`src/rtl/imem_loader_pkg.sv`:
```
// Shared definitions for the instruction-memory boot loader.
//   state_e     : loader FSM states
//   ERR_*       : err_code encodings
//   COUNT_BYTES : bytes in the word-count field (also bytes per data word)
//   CSUM_BYTES  : bytes in the trailing checksum field
package imem_loader_pkg;

  typedef enum logic [2:0] {
    ST_IDLE,
    ST_COUNT,
    ST_DATA,
    ST_CHECK,
    ST_DONE,
    ST_ERROR
  } state_e;

  localparam logic [1:0] ERR_NONE    = 2'd0;
  localparam logic [1:0] ERR_COUNT   = 2'd1;
  localparam logic [1:0] ERR_CSUM    = 2'd2;
  localparam logic [1:0] ERR_TIMEOUT = 2'd3;

  localparam int unsigned COUNT_BYTES = 4;
  localparam int unsigned CSUM_BYTES  = 1;

  // States in which the loader is consuming the byte stream.
  function automatic logic is_active(state_e s);
    return (s == ST_COUNT) || (s == ST_DATA) || (s == ST_CHECK);
  endfunction

endpackage

```
`src/rtl/imem_loader_byte_word_packer.sv`:
```
// Little-endian byte-to-word assembler; the first byte lands in [7:0].
//   clk, rst_n     : clock, async active-low reset
//   clr_i          : drop any partial word and restart at byte 0
//   en_i           : a byte is being accepted this cycle
//   byte_i         : the accepted byte
//   word_valid_c_o : combinational, high while the 4th byte of a word is accepted
//   word_c_o       : combinational, the completed word (valid with word_valid_c_o)
module byte_word_packer
  import imem_loader_pkg::*;
(
  input  logic        clk,
  input  logic        rst_n,
  input  logic        clr_i,
  input  logic        en_i,
  input  logic [7:0]  byte_i,
  output logic        word_valid_c_o,
  output logic [31:0] word_c_o
);

  localparam int unsigned CNT_W = $clog2(COUNT_BYTES);
  localparam int unsigned SR_W  = 8 * (COUNT_BYTES - 1);

  logic [CNT_W-1:0] cnt_q, cnt_d;
  logic [SR_W-1:0]  sr_q,  sr_d;

  // Bytes shift in from the top so earlier bytes settle in the low lanes.
  always_comb begin
    cnt_d = cnt_q;
    sr_d  = sr_q;
    if (clr_i) begin
      cnt_d = '0;
      sr_d  = '0;
    end else if (en_i) begin
      cnt_d = cnt_q + CNT_W'(1);
      sr_d  = {byte_i, sr_q[SR_W-1:8]};
    end
  end

  always_ff @(posedge clk or negedge rst_n) begin
    if (!rst_n) begin
      cnt_q <= '0;
      sr_q  <= '0;
    end else begin
      cnt_q <= cnt_d;
      sr_q  <= sr_d;
    end
  end

  assign word_c_o       = {byte_i, sr_q};
  assign word_valid_c_o = en_i && !clr_i && (cnt_q == CNT_W'(COUNT_BYTES - 1));

endmodule

```
`src/rtl/imem_loader.sv`:
```
// Boot-time instruction-memory writer: consumes a framed byte stream
// (count, little-endian words, XOR checksum), writes each word and holds
// the CPU in reset until the image is complete and verified.
//   clk, rst_n        : clock, async active-low reset
//   start             : begin a load (only honoured in IDLE/DONE/ERROR)
//   rx_data/rx_valid  : byte stream in; rx_ready accepts it
//   mem_we/addr/wdata : one-cycle instruction-memory write
//   cpu_hold          : CPU reset hold
//   done/error        : sticky completion / abort status; err_code qualifies error
module imem_loader
  import imem_loader_pkg::*;
#(
  parameter int unsigned DEPTH          = 16384,
  parameter int unsigned TIMEOUT_CYCLES = 1000000,
  parameter logic        BOOT_HOLD      = 1'b0
) (
  input  logic        clk,
  input  logic        rst_n,
  input  logic        start,
  input  logic [7:0]  rx_data,
  input  logic        rx_valid,
  output logic        rx_ready,
  output logic        mem_we,
  output logic [31:0] mem_addr,
  output logic [31:0] mem_wdata,
  output logic        cpu_hold,
  output logic        done,
  output logic        error,
  output logic [1:0]  err_code
);

  localparam int unsigned IDX_W  = $clog2(DEPTH + 1);
  localparam int unsigned TMO_W  = $clog2(TIMEOUT_CYCLES + 1);
  localparam int unsigned CSUM_W = 8 * CSUM_BYTES;

  state_e            state_q,     state_d;
  logic              rx_ready_q,  rx_ready_d;
  logic              mem_we_q,    mem_we_d;
  logic [31:0]       mem_addr_q,  mem_addr_d;
  logic [31:0]       mem_wdata_q, mem_wdata_d;
  logic              cpu_hold_q,  cpu_hold_d;
  logic              done_q,      done_d;
  logic              error_q,     error_d;
  logic [1:0]        err_code_q,  err_code_d;
  logic [CSUM_W-1:0] csum_q,      csum_d;
  logic [IDX_W-1:0]  widx_q,      widx_d;
  logic [IDX_W-1:0]  nwords_q,    nwords_d;
  logic [TMO_W-1:0]  tmo_q,       tmo_d;

  logic        accept_c;
  logic        start_ok_c;
  logic        pk_en_c;
  logic        word_valid_c;
  logic [31:0] word_c;

  assign accept_c   = rx_valid && rx_ready_q;
  assign start_ok_c = start && ((state_q == ST_IDLE) || (state_q == ST_DONE) ||
                                (state_q == ST_ERROR));
  assign pk_en_c    = accept_c && ((state_q == ST_COUNT) || (state_q == ST_DATA));

  // Shared assembler: the count field and every data word are 4 LE bytes.
  byte_word_packer u_packer (
    .clk            (clk),
    .rst_n          (rst_n),
    .clr_i          (start_ok_c),
    .en_i           (pk_en_c),
    .byte_i         (rx_data),
    .word_valid_c_o (word_valid_c),
    .word_c_o       (word_c)
  );

  // Next-state and registered-output logic.
  always_comb begin
    state_d     = state_q;
    mem_we_d    = 1'b0;
    mem_addr_d  = mem_addr_q;
    mem_wdata_d = mem_wdata_q;
    cpu_hold_d  = cpu_hold_q;
    done_d      = done_q;
    error_d     = error_q;
    err_code_d  = err_code_q;
    csum_d      = csum_q;
    widx_d      = widx_q;
    nwords_d    = nwords_q;
    tmo_d       = tmo_q;

    case (state_q)
      ST_IDLE, ST_DONE, ST_ERROR: begin
        if (start) begin
          state_d    = ST_COUNT;
          done_d     = 1'b0;
          error_d    = 1'b0;
          err_code_d = ERR_NONE;
          csum_d     = '0;
          widx_d     = '0;
          tmo_d      = '0;
          cpu_hold_d = 1'b1;
        end
      end
      ST_COUNT: begin
        if (word_valid_c) begin
          if ((word_c == 32'd0) || (word_c > 32'(DEPTH))) begin
            state_d    = ST_ERROR;
            error_d    = 1'b1;
            err_code_d = ERR_COUNT;
          end else begin
            nwords_d = IDX_W'(word_c);
            state_d  = ST_DATA;
          end
        end
      end
      ST_DATA: begin
        if (accept_c) begin
          csum_d = csum_q ^ rx_data;
          if (word_valid_c) begin
            mem_we_d    = 1'b1;
            mem_addr_d  = 32'(widx_q) << 2;
            mem_wdata_d = word_c;
            widx_d      = widx_q + IDX_W'(1);
            if (widx_d == nwords_q) begin
              state_d = ST_CHECK;
            end
          end
        end
      end
      ST_CHECK: begin
        if (accept_c) begin
          if (rx_data == csum_q) begin
            state_d    = ST_DONE;
            done_d     = 1'b1;
            cpu_hold_d = 1'b0;
          end else begin
            state_d    = ST_ERROR;
            error_d    = 1'b1;
            err_code_d = ERR_CSUM;
          end
        end
      end
      default: state_d = ST_IDLE;
    endcase

    // Inactivity watchdog; an accepted byte always beats the limit.
    if (is_active(state_q)) begin
      if (accept_c) begin
        tmo_d = '0;
      end else if (tmo_q == TMO_W'(TIMEOUT_CYCLES - 1)) begin
        state_d    = ST_ERROR;
        error_d    = 1'b1;
        err_code_d = ERR_TIMEOUT;
      end else begin
        tmo_d = tmo_q + TMO_W'(1);
      end
    end

    // Ready tracks the state being entered so it is high for every active cycle.
    rx_ready_d = is_active(state_d);
  end

  always_ff @(posedge clk or negedge rst_n) begin
    if (!rst_n) begin
      state_q     <= ST_IDLE;
      rx_ready_q  <= 1'b0;
      mem_we_q    <= 1'b0;
      mem_addr_q  <= '0;
      mem_wdata_q <= '0;
      cpu_hold_q  <= BOOT_HOLD;
      done_q      <= 1'b0;
      error_q     <= 1'b0;
      err_code_q  <= ERR_NONE;
      csum_q      <= '0;
      widx_q      <= '0;
      nwords_q    <= '0;
      tmo_q       <= '0;
    end else begin
      state_q     <= state_d;
      rx_ready_q  <= rx_ready_d;
      mem_we_q    <= mem_we_d;
      mem_addr_q  <= mem_addr_d;
      mem_wdata_q <= mem_wdata_d;
      cpu_hold_q  <= cpu_hold_d;
      done_q      <= done_d;
      error_q     <= error_d;
      err_code_q  <= err_code_d;
      csum_q      <= csum_d;
      widx_q      <= widx_d;
      nwords_q    <= nwords_d;
      tmo_q       <= tmo_d;
    end
  end

  assign rx_ready  = rx_ready_q;
  assign mem_we    = mem_we_q;
  assign mem_addr  = mem_addr_q;
  assign mem_wdata = mem_wdata_q;
  assign cpu_hold  = cpu_hold_q;
  assign done      = done_q;
  assign error     = error_q;
  assign err_code  = err_code_q;

endmodule
```
`config.mk`:
```
export PLATFORM = sky130hd
export DESIGN_NAME = imem_loader
export DESIGN_NICKNAME = d
export VERILOG_FILES = /design/src/rtl/imem_loader_pkg.sv /design/src/rtl/imem_loader_byte_word_packer.sv /design/src/rtl/imem_loader.sv
export SDC_FILE = /design/constraint.sdc
export NUM_CORES = 1
export LEC_CHECK = 0
export CORE_AREA = 2 2 113 115
export CTS_BUF_LIST = sky130_fd_sc_hd__clkbuf_4
export DETAILED_ROUTE_END_ITERATION = 8
export DIE_AREA = 0 0 115 117
export PLACE_DENSITY = 0.88
export SETUP_SLACK_MARGIN = 0.1
export SLEW_MARGIN = 20
export SYNTH_ARGS = -nofsm -noshare
export SYNTH_HDL_FRONTEND = slang
export SYNTH_HIERARCHICAL = 1
export SYNTH_SLANG_ARGS = --single-unit
```
`constraint.sdc`:
```
create_clock -name clk -period 3.12 [get_ports clk]
set_input_delay 0.624 -clock clk [delete_from_list [all_inputs] [get_ports clk]]
set_output_delay 0.624 -clock clk [all_outputs]
set_load 0.02 [all_outputs]
```
==> results of run 1 <==
metal layers:
| metal | global-route usage [%] | up-vias | share of wire, % |
|---|---|---|---|
| li1 | - | 2575 | - |
| met1 | 34.53 | 2657 | 45 |
| met2 | 37.76 | 246 | 47 |
| met3 | 4.737 | 29 | 6.7 |
| met4 | 7.068 | 0 | 1.8 |
| met5 | 0 | - | 0 |
power breakdown:
| group | total, W | switching [W] | internal, W | leakage, nW |
|---|---|---|---|---|
| Sequential | 0.00226 | 0.000250 | 0.00201 | 1.92 |
| Combinational | 0.000947 | 0.000572 | 0.000375 | 1.70 |
| Clock | 0.00115 | 0.000732 | 0.000420 | 0.148 |
synth_stat cells (10+ instances only):
library cell	number	area share (%)
nand2b_1	11	0.99
buf_4	25	2.7
mux2_2	18	2.9
xnor2_1	20	2.5
a21oi_1	17	1.2
mux2i_1	27	3.9
inv_1	12	0.65
dfrtp_1	141	51
nand4_1	14	1.3
nand2_1	168	9.1
xor2_1	11	1.4
nor2_1	58	3.1
and3_1	10	0.90
o21ai_0	41	3.0
clkbuf_1	17	0.92
nand3_1	25	1.8
cell type report:
class,instances,area share [%]
Clock buffer,17,1.619
Clock inverter,15,1.889
Inverter,13,0.6191
Multi-Input combinational cell,532,38.77
Sequential cell,141,44.77
Tap cell,150,2.381
Timing Repair Buffer,81,9.954
cells by family (layout without fill, tap and decap cells):
family | count (synthesis) | after routing | share of synthesized area (%)
AOI/OAI and AO/OA | 104 | 104 | 9.579
other | 1 | 17 | 0.05417
adders and majority gates | 3 | 3 | 0.5423
xor gates and xnor gates | 31 | 31 | 3.922
DFF | 141 | 141 | 50.97
and+or+nand+nor | 332 | 332 | 22.27
muxes | 45 | 45 | 6.832
buffers and inverters | 69 | 126 | 5.838
path summary, 6_finish.rpt:
check | startpoint | to | cells after the start
max | state_q[0] | state_q[0] | 11
min | rst_n | mem_addr[16] | 1
max reg2reg | state_q[0] | state_q[0] | 11
min reg2reg | mem_addr[6] | mem_addr[6] | 2
max in group asynchronous | rst_n | u_packer/sr_q[19] | 2
min in group clk | mem_addr[6] | mem_addr[6] | 2
per-stage QoR:
step	cell area (um2)	setup slack [ns]	power, W	cells	util (%)
finish	7881	0.6564	0.004356	949	64.01
global route	7881	0.4773	0.004590	949	64.01
CTS	7881	0.6740	0.004363	949	64.01
detailed placement	7605	0.1676	0.003215	917	61.77
global placement	7605	0.2829	0.003177	917	61.77
floorplan	6983	0.2624	0.002936	742	-
flip-flops by register name (all words and copies together), names as in the netlist:
signal and flops:
mem_wdata 32, u_packer/sr_q 24, tmo_q 20, mem_addr 15
nwords_q 15, widx_q 15, csum_q 8, state_q 3
err_code 2, u_packer/cnt_q 2, cpu_hold 1, done 1
error 1, mem_we 1, rx_ready 1
worst register-to-register path, stage by stage (launching register included):
cell and delay [ns]:
dfrtp_1 0.51, inv_1 0.19, o211ai_1 0.27, inv_2 0.06, nor2_1 0.11, nor2b_1 0.20
nand4_1 0.14, inv_1 0.14, o2111ai_1 0.14, a2111oi_2 0.29, nand4_1 0.16, o31ai_2 0.19
==> impl_metrics.tcl, run 1 <==
set metrics [dict create \
    holdCritPathClass "input port to asynchronous set/reset pin" \
    numClockSinks 141 \
    flow.area_growth_from_synthesis_pct 13.84 \
    slew_violations 0 \
    antenna_violations_before_repair 0 \
    synthesis.area_per_instance_um2 9.536 \
    routed_wirelength_mm 15.32 \
    detail_route.first_pass.iterations 5 \
    chipWidth_um 115 \
    drive_above_1_share_pct 9.762 \
    viasPerCell 5.803 \
    grt_pass1_wl_mm 25.64 \
    remaining_drc_errors 0 \
    detailedRoute.firstIterationViolations 527 \
    synth_enable_flop_cells 0 \
    wire_per_inst_um 16.15 \
    pin_count_of_the_biggest_net_entering_global_routing 80 \
    initial_core_util_pct 56.23 \
    cts_hold_buffers 0 \
    cts_root_buffer "clkbuf_4" \
    top_level_ports 83 \
    max_clock_freq_mhz 405.9 \
    yosys_warnings 6 \
    cp_slowest_cell "dfrtp_1" \
    maxSlewHeadroom_pct 40.12 \
    multi_input_comb_area_mm2 0.003055 \
    timing.final.hold_violations 0 \
    cpPeakStageDelay_ns 0.51 \
    p_leak_nw 3.773 \
    rsz_0062_raised_after_global_routing "false" \
    max_slew.worst_pin.slew_ns 0.8949 \
    cts_max_level 4 \
    clock-skew-final_ns 0.01848 \
    maxCapViolations 0 \
    post_synth_instance_area_mm2 0.006923 \
    cts.repair.resized 0 \
    cell_family_with_the_largest_share_of_critical_path_delay "compound AO/OA/AOI/OAI gates" \
    cell_chain_of_the_critical_path "inv_1 > o211ai_1 > inv_2 > nor2_1 > nor2b_1 > nand4_1 > inv_1 > o2111ai_1 > a2111oi_2 > nand4_1 > o31ai_2" \
    worstPathMaxFanout 7 \
    insertedDiodeCount 0 \
    worst_skew_pair.late_latency_ns 0.55 \
    worstSetupEndpointType "flip-flop" \
    critical_path_required_ns 3.57 \
    synth_cell_type_count 63 \
    residual_antenna_violating_net_count_after_detailed_routing 0 \
    dr_total_vias 5507 \
    grt.total_usage_pct 24.10 \
    count_of_mapped_cells_out_of_synthesis 726 \
    timing.final.crit_period_ns 2.464 \
    ys_dominant_reg_cell "dfrtp_1" \
    setup-violations-final 0 \
    synth_seq_area_share_pct 50.97 \
    place.port_buffers 65 \
    sequential_cell_area_mm2 0.003528 \
    final_global_route_overflow_total 0 \
    dpl.hpwl_mm 10.34 \
    number_of_buffers_and_inverters_on_the_critical_path 3 \
    cts_made_buffers 17 \
    place_congestion 0.9393 \
    post_cts.repair.setup_buffers 0 \
    first_global_vias 5175 \
    setup.reg_to_reg.worst_slack_ns 0.66 \
    fin_crit_sh_pct 78.96 \
    rows 41 \
    floorplan_die_height_um 117 \
    nets 801 \
    fraction_of_synthesis_flops_using_an_asynchronous_set_or_reset_pin_pct 100.0 \
    status "completed" \
    final.setup.tns_ns 0 \
    startpoint_type "flip-flop" \
    synth.ff_latch_count 141 \
    cts_max_path_buffers 2 \
    mostFrequentLayoutCell "nand2_1" \
    die-area_mm2 0.01346 \
    commonest_non_fill_non_tap_cells_in_the_layout "168 x nand2_1, 141 x dfrtp_1, 64 x clkdlybuf4s50_1, 58 x nor2_1, 41 x o21ai_0" \
    fill_cells 954 \
    tritoncts "yes" \
    worst_vdd_drop_mv 0.2737 \
    power-per-cell-area_mw_per_mm2 552.7 \
    crit_arrival_ns 2.91 \
    core_mm2 0.01231 \
    clkTransAtPathRegs_ns 0.12 \
    timing_worst_setup_path_type "flip-flop to flip-flop" \
    hold-worst-slack_ns 0.1008 \
]
Power figures use the tool's default switching activity.
==> inputs of run 2 (changes only) <==
--- a/config.mk
+++ b/config.mk
@@ -5,11 +5,11 @@
 export SDC_FILE = /design/constraint.sdc
 export NUM_CORES = 1
 export LEC_CHECK = 0
-export CORE_AREA = 2 2 113 115
+export CORE_AREA = 2 2 119 121
 export CTS_BUF_LIST = sky130_fd_sc_hd__clkbuf_4
 export DETAILED_ROUTE_END_ITERATION = 8
-export DIE_AREA = 0 0 115 117
-export PLACE_DENSITY = 0.88
+export DIE_AREA = 0 0 121 123
+export PLACE_DENSITY = 0.84
 export SETUP_SLACK_MARGIN = 0.1
 export SLEW_MARGIN = 20
 export SYNTH_ARGS = -nofsm -noshare
==> constraint.sdc (replaced) <==
create_clock -name clk -period 2.05 [get_ports clk]
set_input_delay 0.41 -clock clk [delete_from_list [all_inputs] [get_ports clk]]
set_output_delay 0.41 -clock clk [all_outputs]
set_load 0.02 [all_outputs]
==> impl_metrics.tcl, run 2 (synthesis results as in run 1) <==
set metrics [dict create \
    remaining_drc_errors 0 \
    wire_per_inst_um 16.46 \
    final.setup.tns_ns -2.873 \
    cts_root_buffer "clkbuf_4" \
    pin_count_of_the_biggest_net_entering_global_routing 56 \
    commonest_non_fill_non_tap_cells_in_the_layout "159 x nand2_1, 137 x dfrtp_1, 83 x buf_4, 49 x nor2_1, 35 x dlygate4sd2_1" \
    die-area_mm2 0.01488 \
    dr_total_vias 5909 \
    detail_route.first_pass.iterations 6 \
    dp_cells 1015 \
    rsz_0062_raised_after_global_routing "true" \
    maxSlewHeadroom_pct 59.01 \
    final_global_route_overflow_total 0 \
    crit_arrival_ns 2.73 \
    core_mm2 0.01361 \
    worstPathMaxFanout 4 \
    fill_cells 1015 \
    critical_path_required_ns 2.52 \
    worstSetupEndpointType "flip-flop" \
    cell_chain_of_the_critical_path "xnor2_2 > nor3_2 > nand2_1 > nor2_2 > nor2b_4 > nand4_1 > inv_2 > o2111ai_1 > a2111oi_2 > nand4_1 > o31ai_2" \
    cpMostUsedCell "nand4_1" \
    startpoint_type "flip-flop" \
    place.port_buffers 65 \
    tritoncts "yes" \
    grt_pass1_wl_mm 27.38 \
    max_clock_freq_mhz 443.2 \
    flow.area_growth_from_synthesis_pct 29.69 \
    viasPerCell 5.559 \
    max_slew.worst_pin.slew_ns 0.6107 \
    cp_slowest_cell "dfrtp_2" \
    setup.reg_to_reg.worst_slack_ns -0.21 \
    clock-skew-final_ns 0.02722 \
    violations "negative setup slack" \
    timing.final.hold_violations 0 \
    status "finished with violations" \
    largest_register_ffs 32 \
    p_leak_nw 4.772 \
    routed_wirelength_mm 17.49 \
    cpPeakStageDelay_ns 0.48 \
    finalInstanceArea_mm2 0.008979 \
    clkTransAtPathRegs_ns 0.12 \
    cts_max_path_buffers 2 \
    number_of_buffers_and_inverters_on_the_critical_path 1 \
    residual_antenna_violating_net_count_after_detailed_routing 0 \
    final-instance-count-excl-fill 1063 \
    nets 885 \
    rows 43 \
    cell_family_with_the_largest_share_of_critical_path_delay "simple AND/OR/NAND/NOR gates" \
    slew_violations 0 \
    dpl.hpwl_mm 11.61 \
    top_level_ports 83 \
    drive_above_1_share_pct 24.26 \
    place_congestion 0.9242 \
    cts_max_level 4 \
    detailedRoute.firstIterationViolations 557 \
    timing.final.crit_period_ns 2.256 \
    antenna_violations_before_repair 1 \
    power-per-cell-area_mw_per_mm2 808.6 \
    holdCritPathClass "input port to asynchronous set/reset pin" \
    timing_worst_setup_path_type "flip-flop to flip-flop" \
    numClockSinks 141 \
    mostFrequentLayoutCell "nand2_1" \
    cts_made_buffers 17 \
    setup_ws_ns -0.2063 \
    grt.total_usage_pct 23.44 \
    chipWidth_um 121 \
    worst_skew_pair.late_latency_ns 0.57 \
    floorplan_die_height_um 123 \
    dpl-instance-area_mm2 0.008197 \
    maxCapViolations 0 \
    initial_core_util_pct 50.86 \
    first_global_vias 5602 \
    setup-violations-final 47 \
    worst_vdd_drop_mv 0.5189 \
    fin_crit_sh_pct 110.1 \
]
-- run 2: routing by layer --
metal / vias up / wire length (um) / global-route usage, %
met5: - / 0 / 0
met4: 0 / 375 / 9.012
met3: 34 / 927 / 4.797
met2: 228 / 8676 / 37.61
met1: 2898 / 7514 / 31.50
li1: 2749 / - / -
-- run 2: what timing repair did --
item,4_1_cts,5_1_grt
pin swaps,1,6
buffers inserted,3,7
endpoints found under the hold margin,52,0
gates cloned,3,2
resized for setup,56,87
endpoints found under the setup margin,107,109
hold buffers,1,0
-- run 2: where the power goes --
group	total [W]	internal, W	switching (W)
combinational	0.00212	0.000924	0.00120
clock	0.00182	0.000816	0.00101
sequential	0.00331	0.00306	0.000257
-- run 2: cell type report --
| type | count | area [um2] | area share, % |
|---|---|---|---|
| timing repair buffer | 164 | 1555 | 17.32 |
| tap | 180 | 225.2 | 2.508 |
| clock inverter | 14 | 152.6 | 1.700 |
| antenna | 1 | 2.502 | 0.02787 |
| inverter | 13 | 48.80 | 0.5435 |
| multi-input combinational | 533 | 3333 | 37.12 |
| sequential | 141 | 3533 | 39.35 |
| clock buffer | 17 | 127.6 | 1.421 |
-- run 2: stage by stage --
stage          util [%]  hold WS (ns)  worst slack (ns)  power, W
2_1_floorplan         -        0.1144           -0.4231  0.004501
3_3_place_gp      60.22        0.4118           -0.6074  0.005189
3_5_place_dp      60.22        0.4145           -0.7145  0.005251
4_1_cts           62.91        0.3796           -0.1263  0.007090
5_1_grt           65.96        0.4014           -0.3621  0.007621
6_report          65.96        0.3805           -0.2063  0.007260
-- run 2: final timing paths --
| check | endpoint | from | cells after the start |
|---|---|---|---|
| setup / recovery | state_q[0] | state_q[0] | 11 |
| hold / removal | mem_wdata[2] | rst_n | 2 |
| setup reg to reg | state_q[0] | state_q[0] | 11 |
| hold reg to reg | mem_addr[14] | mem_addr[14] | 2 |
| max in group asynchronous | done | rst_n | 3 |
| min in group clk | mem_addr[14] | mem_addr[14] | 2 |
